`config.mk`:
```
export PLATFORM = sky130hd
export DESIGN_NAME = rotate_engine
export DESIGN_NICKNAME = d
export VERILOG_FILES = /design/src/rtl/rotate_engine.sv
export SDC_FILE = /design/constraint.sdc
export NUM_CORES = 1
export LEC_CHECK = 0
export CORE_MARGIN = 5
export CORE_UTILIZATION = 35
export CTS_BUF_LIST = sky130_fd_sc_hd__clkbuf_16
export CTS_CLUSTER_SIZE = 14
export DETAILED_ROUTE_END_ITERATION = 16
export HOLD_SLACK_MARGIN = 0.15
export PLACE_DENSITY = 0.64
export REMOVE_ABC_BUFFERS = 1
export SLEW_MARGIN = 20
export SYNTH_ARGS = -nofsm -noshare
export SYNTH_HDL_FRONTEND = slang
export SYNTH_SLANG_ARGS = --single-unit
```
`constraint.sdc`:
```
create_clock -name Clk -period 15.85 [get_ports Clk]
set_input_delay 4.755 -clock Clk [delete_from_list [all_inputs] [get_ports Clk]]
set_output_delay 4.755 -clock Clk [all_outputs]
set_load 0.01 [all_outputs]
```
`src/rtl/rotate_engine.sv`:
```
// rotate_engine: sequential tetromino rotation with a wall-kick search and a board-checker handshake.
// Block codes: CYAN=0 BLUE=1 ORANGE=2 YELLOW=3 GREEN=4 MAGENTA=5 RED=6; orientation NORMAL=0 ROT_RIGHT=1 ROT2=2 ROT_LEFT=3.
module rotate_engine #(
    parameter int unsigned COORD_W   = 5,
    parameter int unsigned NUM_CELLS = 4,
    parameter int unsigned NUM_KICKS = 5,
    parameter int unsigned BOARD_W   = 10,
    parameter int unsigned BOARD_H   = 20
) (
    input  logic                           Clk,
    input  logic                           Reset_n,
    input  logic                           req_valid,
    output logic                           req_ready,
    input  logic [2:0]                     block,
    input  logic                           rot_left,
    input  logic [1:0]                     cur_orientation,
    input  logic [NUM_CELLS*COORD_W-1:0]   x_block,
    input  logic [NUM_CELLS*COORD_W-1:0]   y_block,
    output logic                           chk_valid,
    input  logic                           chk_ready,
    output logic [NUM_CELLS*COORD_W-1:0]   chk_x,
    output logic [NUM_CELLS*COORD_W-1:0]   chk_y,
    input  logic                           chk_done,
    input  logic                           chk_hit,
    output logic                           done,
    output logic                           ok,
    output logic [NUM_CELLS*COORD_W-1:0]   rot_xblock,
    output logic [NUM_CELLS*COORD_W-1:0]   rot_yblock,
    output logic [1:0]                     new_orientation,
    output logic [2:0]                     kick_idx
);
    localparam int unsigned CW = NUM_CELLS * COORD_W;
    localparam int unsigned SW = COORD_W + 2;

    localparam logic [2:0] CYAN      = 3'd0;
    localparam logic [2:0] YELLOW    = 3'd3;
    localparam logic [1:0] NORMAL    = 2'd0;
    localparam logic [1:0] ROT_RIGHT = 2'd1;
    localparam logic [1:0] ROT2      = 2'd2;
    localparam logic [1:0] ROT_LEFT  = 2'd3;

    typedef enum logic [2:0] {
        S_IDLE, S_ROTATE, S_BOUND, S_ISSUE, S_WAIT, S_NEXT, S_DONE
    } state_t;

    state_t state_q, state_d;

    logic [2:0]           blk_q;
    logic                 left_q;
    logic [1:0]           ori_q;
    logic [CW-1:0]        x_q, y_q;
    logic [2:0]           kick_q, kick_d;
    logic signed [SW-1:0] rx_q [NUM_CELLS];
    logic signed [SW-1:0] ry_q [NUM_CELLS];
    logic signed [SW-1:0] rx_d [NUM_CELLS];
    logic signed [SW-1:0] ry_d [NUM_CELLS];

    logic signed [SW-1:0] cx [NUM_CELLS];
    logic signed [SW-1:0] cy [NUM_CELLS];
    logic signed [SW-1:0] dx_c [NUM_CELLS];
    logic signed [SW-1:0] dy_c [NUM_CELLS];
    logic signed [SW-1:0] px, py, pdx, pdy;

    logic signed [SW-1:0] kx, ky;
    logic signed [SW-1:0] cand_xs [NUM_CELLS];
    logic signed [SW-1:0] cand_ys [NUM_CELLS];
    logic [CW-1:0]        cand_x, cand_y;
    logic                 in_bounds;

    logic                 accept;
    logic                 req_ready_d, chk_valid_d, done_d, ok_d;
    logic [CW-1:0]        chk_x_d, chk_y_d, rot_x_d, rot_y_d;
    logic [1:0]           new_ori_d;
    logic [2:0]           kick_idx_d;

    function automatic logic [1:0] advance(input logic [1:0] o, input logic l);
        return l ? o - 2'd1 : o + 2'd1;
    endfunction

    // Rotation about the pivot in doubled coordinates so I-piece half-cell pivots stay integral
    always_comb begin
        pdx = '0;
        pdy = '0;
        case (ori_q)
            NORMAL:    pdy = SW'(1);
            ROT_RIGHT: pdx = SW'(-1);
            ROT2:      pdy = SW'(-1);
            ROT_LEFT:  pdx = SW'(1);
            default:   ;
        endcase
        for (int k = 0; k < NUM_CELLS; k++) begin
            cx[k] = $signed(SW'(x_q[k*COORD_W +: COORD_W]));
            cy[k] = $signed(SW'(y_q[k*COORD_W +: COORD_W]));
        end
        if (blk_q == CYAN) begin
            px = cx[1] + cx[2] + pdx;
            py = cy[1] + cy[2] + pdy;
        end else begin
            px = cx[1] + cx[1];
            py = cy[1] + cy[1];
        end
        for (int k = 0; k < NUM_CELLS; k++) begin
            dx_c[k] = cx[k] + cx[k] - px;
            dy_c[k] = cy[k] + cy[k] - py;
            rx_d[k] = (left_q ? px + dy_c[k] : px - dy_c[k]) >>> 1;
            ry_d[k] = (left_q ? py - dx_c[k] : py + dx_c[k]) >>> 1;
        end
    end

    // Kick-translated candidate and its board bounds test
    always_comb begin
        kx = '0;
        ky = '0;
        case (kick_q)
            3'd1:    kx = SW'(-1);
            3'd2:    kx = SW'(1);
            3'd3:    ky = SW'(-1);
            3'd4:    kx = SW'(-2);
            default: ;
        endcase
        if (left_q) kx = -kx;
        in_bounds = 1'b1;
        cand_x    = '0;
        cand_y    = '0;
        for (int k = 0; k < NUM_CELLS; k++) begin
            cand_xs[k] = rx_q[k] + kx;
            cand_ys[k] = ry_q[k] + ky;
            if (cand_xs[k][SW-1] || cand_ys[k][SW-1] ||
                cand_xs[k] >= $signed(SW'(BOARD_W)) ||
                cand_ys[k] >= $signed(SW'(BOARD_H)))
                in_bounds = 1'b0;
            cand_x[k*COORD_W +: COORD_W] = cand_xs[k][COORD_W-1:0];
            cand_y[k*COORD_W +: COORD_W] = cand_ys[k][COORD_W-1:0];
        end
    end

    always_comb begin
        state_d     = state_q;
        kick_d      = kick_q;
        accept      = 1'b0;
        chk_valid_d = chk_valid;
        chk_x_d     = chk_x;
        chk_y_d     = chk_y;
        done_d      = 1'b0;
        ok_d        = ok;
        rot_x_d     = rot_xblock;
        rot_y_d     = rot_yblock;
        new_ori_d   = new_orientation;
        kick_idx_d  = kick_idx;
        case (state_q)
            S_IDLE: begin
                if (req_valid && req_ready) begin
                    accept = 1'b1;
                    if (block == YELLOW) begin
                        state_d    = S_DONE;
                        done_d     = 1'b1;
                        ok_d       = 1'b1;
                        rot_x_d    = x_block;
                        rot_y_d    = y_block;
                        new_ori_d  = advance(cur_orientation, rot_left);
                        kick_idx_d = '0;
                    end else begin
                        state_d = S_ROTATE;
                    end
                end
            end
            S_ROTATE: begin
                kick_d  = '0;
                state_d = S_BOUND;
            end
            S_BOUND: begin
                if (in_bounds) begin
                    chk_valid_d = 1'b1;
                    chk_x_d     = cand_x;
                    chk_y_d     = cand_y;
                    state_d     = S_ISSUE;
                end else begin
                    state_d = S_NEXT;
                end
            end
            S_ISSUE: begin
                if (chk_valid && chk_ready) begin
                    chk_valid_d = 1'b0;
                    state_d     = S_WAIT;
                end
            end
            S_WAIT: begin
                if (chk_done) begin
                    if (chk_hit) begin
                        state_d = S_NEXT;
                    end else begin
                        state_d    = S_DONE;
                        done_d     = 1'b1;
                        ok_d       = 1'b1;
                        rot_x_d    = chk_x;
                        rot_y_d    = chk_y;
                        new_ori_d  = advance(ori_q, left_q);
                        kick_idx_d = kick_q;
                    end
                end
            end
            S_NEXT: begin
                if (kick_q == 3'(NUM_KICKS - 1)) begin
                    state_d    = S_DONE;
                    done_d     = 1'b1;
                    ok_d       = 1'b0;
                    rot_x_d    = x_q;
                    rot_y_d    = y_q;
                    new_ori_d  = ori_q;
                    kick_idx_d = '0;
                end else begin
                    kick_d  = kick_q + 3'd1;
                    state_d = S_BOUND;
                end
            end
            S_DONE:  state_d = S_IDLE;
            default: state_d = S_IDLE;
        endcase
        req_ready_d = (state_d == S_IDLE);
    end

    always_ff @(posedge Clk or negedge Reset_n) begin
        if (!Reset_n) begin
            state_q         <= S_IDLE;
            kick_q          <= '0;
            blk_q           <= '0;
            left_q          <= 1'b0;
            ori_q           <= NORMAL;
            x_q             <= '0;
            y_q             <= '0;
            for (int k = 0; k < NUM_CELLS; k++) begin
                rx_q[k] <= '0;
                ry_q[k] <= '0;
            end
            req_ready       <= 1'b0;
            chk_valid       <= 1'b0;
            chk_x           <= '0;
            chk_y           <= '0;
            done            <= 1'b0;
            ok              <= 1'b0;
            rot_xblock      <= '0;
            rot_yblock      <= '0;
            new_orientation <= NORMAL;
            kick_idx        <= '0;
        end else begin
            state_q         <= state_d;
            kick_q          <= kick_d;
            req_ready       <= req_ready_d;
            chk_valid       <= chk_valid_d;
            chk_x           <= chk_x_d;
            chk_y           <= chk_y_d;
            done            <= done_d;
            ok              <= ok_d;
            rot_xblock      <= rot_x_d;
            rot_yblock      <= rot_y_d;
            new_orientation <= new_ori_d;
            kick_idx        <= kick_idx_d;
            if (accept) begin
                blk_q  <= block;
                left_q <= rot_left;
                ori_q  <= cur_orientation;
                x_q    <= x_block;
                y_q    <= y_block;
            end
            if (state_q == S_ROTATE) begin
                for (int k = 0; k < NUM_CELLS; k++) begin
                    rx_q[k] <= rx_d[k];
                    ry_q[k] <= ry_d[k];
                end
            end
        end
    end

endmodule

```
==> flow_metrics.py <==
metrics = {
    "critical_path": {
        "cp_data_required_time_ns": 16.21,
        "endpoint_kind": "register",
        "critPathMaxFanout": 38,
        "worst_setup_path_start_kind": "input port",
        "path_class": "input port to register",
        "worstPathArrival_ns": 7.98,
    },
    "floorplanning": {
        "core_um2": 43170,
        "die_area_um2": 48100,
        "fp-row-count": 76,
        "initial_utilization_pct": 35.52,
        "dieHeight_um": 219.3,
        "die_x_um": 219.3,
        "pin_count": 141,
    },
    "layout": {
        "register_area_um2": 4731,
        "multi_input_area_um2": 10110,
        "final_nets": 1980,
        "drive_gt1_share_pct": 10.21,
        "final_cell_mix": "188 x dfrtp_1, 170 x ha_1, 158 x nand2_1",
        "final_common_cell": "dfrtp_1",
        "antenna_cells": 0,
        "stdcell_count": 2328,
        "fillCellCount": 4208,
        "syn_to_final_growth_pct": 16.96,
    },
    "place": {
        "post-dp-hpwl_um": 35100,
        "numPortBuffers": 140,
        "place_ws_ns": 7.709,
        "gp_congestion": 0.9538,
        "place_inst": 2296,
    },
    "clocking": {
        "tritoncts": "done",
        "cts_root_buffer": "clkbuf_16",
        "cts_buffer_depth": 2,
        "h-tree-depth": 4,
        "clk_pin_slew_ns": 0.07,
        "clock_latency_ns": 0.47,
        "cts_setup_buffers": 0,
        "cts_buffers": 17,
        "post_cts_resized": 0,
        "postCtsHoldBufs": 0,
        "clkSinkCount": 189,
    },
    "synthesis": {
        "ys_warn_count": 0,
        "synth_top_flop_cell": "dfrtp_1",
        "synth.top_cell.area_share_pct": 30.84,
        "seq_area_frac_synth_pct": 30.84,
        "synth.avg_cell_area_um2": 9.537,
        "synth.cell_area_um2": 15340,
        "synth_area_leader_cell": "dfrtp_1",
        "synthDistinctLibCells": 69,
        "postSynth.asyncResetShare_pct": 100.0,
        "synth_edf_count": 0,
        "synth_seq_cells": 189,
        "synthCells": 1608,
        "synth_area_leaders": "dfrtp_1 31%, ha_1 14%, mux2_2 7.9%",
    },
    "grt": {
        "grt_max_degree": 97,
        "gr-usage-all-layers_pct": 18.69,
        "grt_pass1_vias": 12640,
        "antenna_found_initial": 0,
        "grt_pass1_wl_um": 70150,
        "grt-ovfl-total": 0,
    },
    "routing": {
        "firstDrtPassIters": 5,
        "drc": 0,
        "num_vias": 12510,
        "wire_per_inst_um": 19.20,
        "drt_iter0_markers": 733,
        "antenna_left": 0,
        "postRouteWirelength_um": 44700,
        "viasPerCell": 5.373,
    },
    "timing": {
        "skew_ns": 0.01001,
        "fin_crit_ns": 7.622,
        "finalWorstSetupSlack_ns": 8.228,
        "holdWs_ns": 0.4925,
        "slew_headroom_pct": 21.37,
        "final-setup-viol-count": 0,
        "tightestPinTransition_ns": 1.167,
        "maxSlewViolCount": 0,
        "grt_setup_unrepaired": "false",
        "tns_ns": 0,
        "fmax_mhz": 131.2,
        "finalHoldViolations": 0,
        "period_share_pct": 48.09,
    },
    "run": {
        "maxCapViolCount": 0,
    },
    "min_path": {
        "hold_class": "register to register",
    },
    "outcome": {
        "run_status": "finished, final reports clean",
    },
}
==> worst paths after layout <==
check / startpoint / cells past startpoint / slack, ns / end
max: req_valid / 9 / 8.23 / rot_xblock[3]
min: ry_q[0] / 2 / 0.49 / ry_q[0]
min reg2reg: ry_q[0] / 2 / 0.49 / ry_q[0]
min in group asynchronous: Reset_n / 1 / 4.25 / y_q[4]
max in group asynchronous: Reset_n / 2 / 10.25 / state_q[0]
max reg2reg: y_q[10] / 19 / 9.60 / rx_q[12]
==> logic make-up after synthesis <==
family	count (synthesis)	share of synthesized area, %
buf+inv	135	3.500
mux	168	11.85
flops	189	30.84
simple gates	382	11.75
xor+xnor	129	8.085
fa+ha+maj	198	17.52
compound gates	407	16.45
==> stage by stage <==
step	util [%]	instance area, um2
floorplan	-	15110
global placement	40.29	17390
detailed placement	40.29	17390
CTS	41.54	17930
global route	41.55	17940
finish	41.55	17940
==> layout make-up <==
class                      count  share of cell area (%)
clock buffer                  17                   2.372
clock inverter                15                  0.6348
inverter                      83                   1.737
multi-input combinational   1284                   56.34
sequential                   189                   26.37
tap                          585                   4.081
timing repair buffer         155                   8.461
==> metal layers <==
layer / GRT usage (%) / routed length, um
met5: 0 / 0
met4: 5.778 / 1014
met3: 3.118 / 1784
met2: 31.85 / 21710
met1: 24.32 / 20180
==> sequential cells by signal (all words and copies together), names as in the netlist, 20 cells and up <==
name and cells:
ry_q 24, chk_y 20, chk_x 20, y_q 20, rot_xblock 20, rot_yblock 20, x_q 20, rx_q 24
==> synth_stat cells, types with 3 or more instances <==
library cell	count
dfrtp_1	189
ha_1	170
nand2_1	159
o21ai_0	152
mux2_2	108
inv_1	83
a21oi_1	82
nor2_1	70
xor2_1	68
mux2i_1	59
xnor2_1	53
a21o_1	42
clkbuf_1	41
nand3_1	34
fa_1	28
nor3_1	24
nor2b_1	22
a31oi_1	21
nand2b_1	17
a41oi_1	15
a211oi_1	14
o211ai_1	12
o21bai_1	11
and2_1	9
nor4_1	9
o2111ai_1	8
or2_2	8
xnor3_1	8
and3_1	7
o21a_1	6
o22ai_1	6
a2111o_1	4
a31o_2	4
buf_1	4
nand4_1	4
o2bb2ai_1	4
or3_1	4
or4_1	4
buf_2	3
buf_6	3
o31a_1	3
==> worst max-delay path, stage by stage <==
cell	delay (ns)
clkdlybuf4s50_1	0.46
nand2_1	0.08
nor4_2	0.21
buf_4	0.46
and4b_1	0.45
a41oi_1	0.16
o21ai_4	0.41
buf_4	0.49
mux2_2	0.39
Power is not shown: default switching activity piles up to over one toggle a cycle in this logic, so the estimate is an artifact.
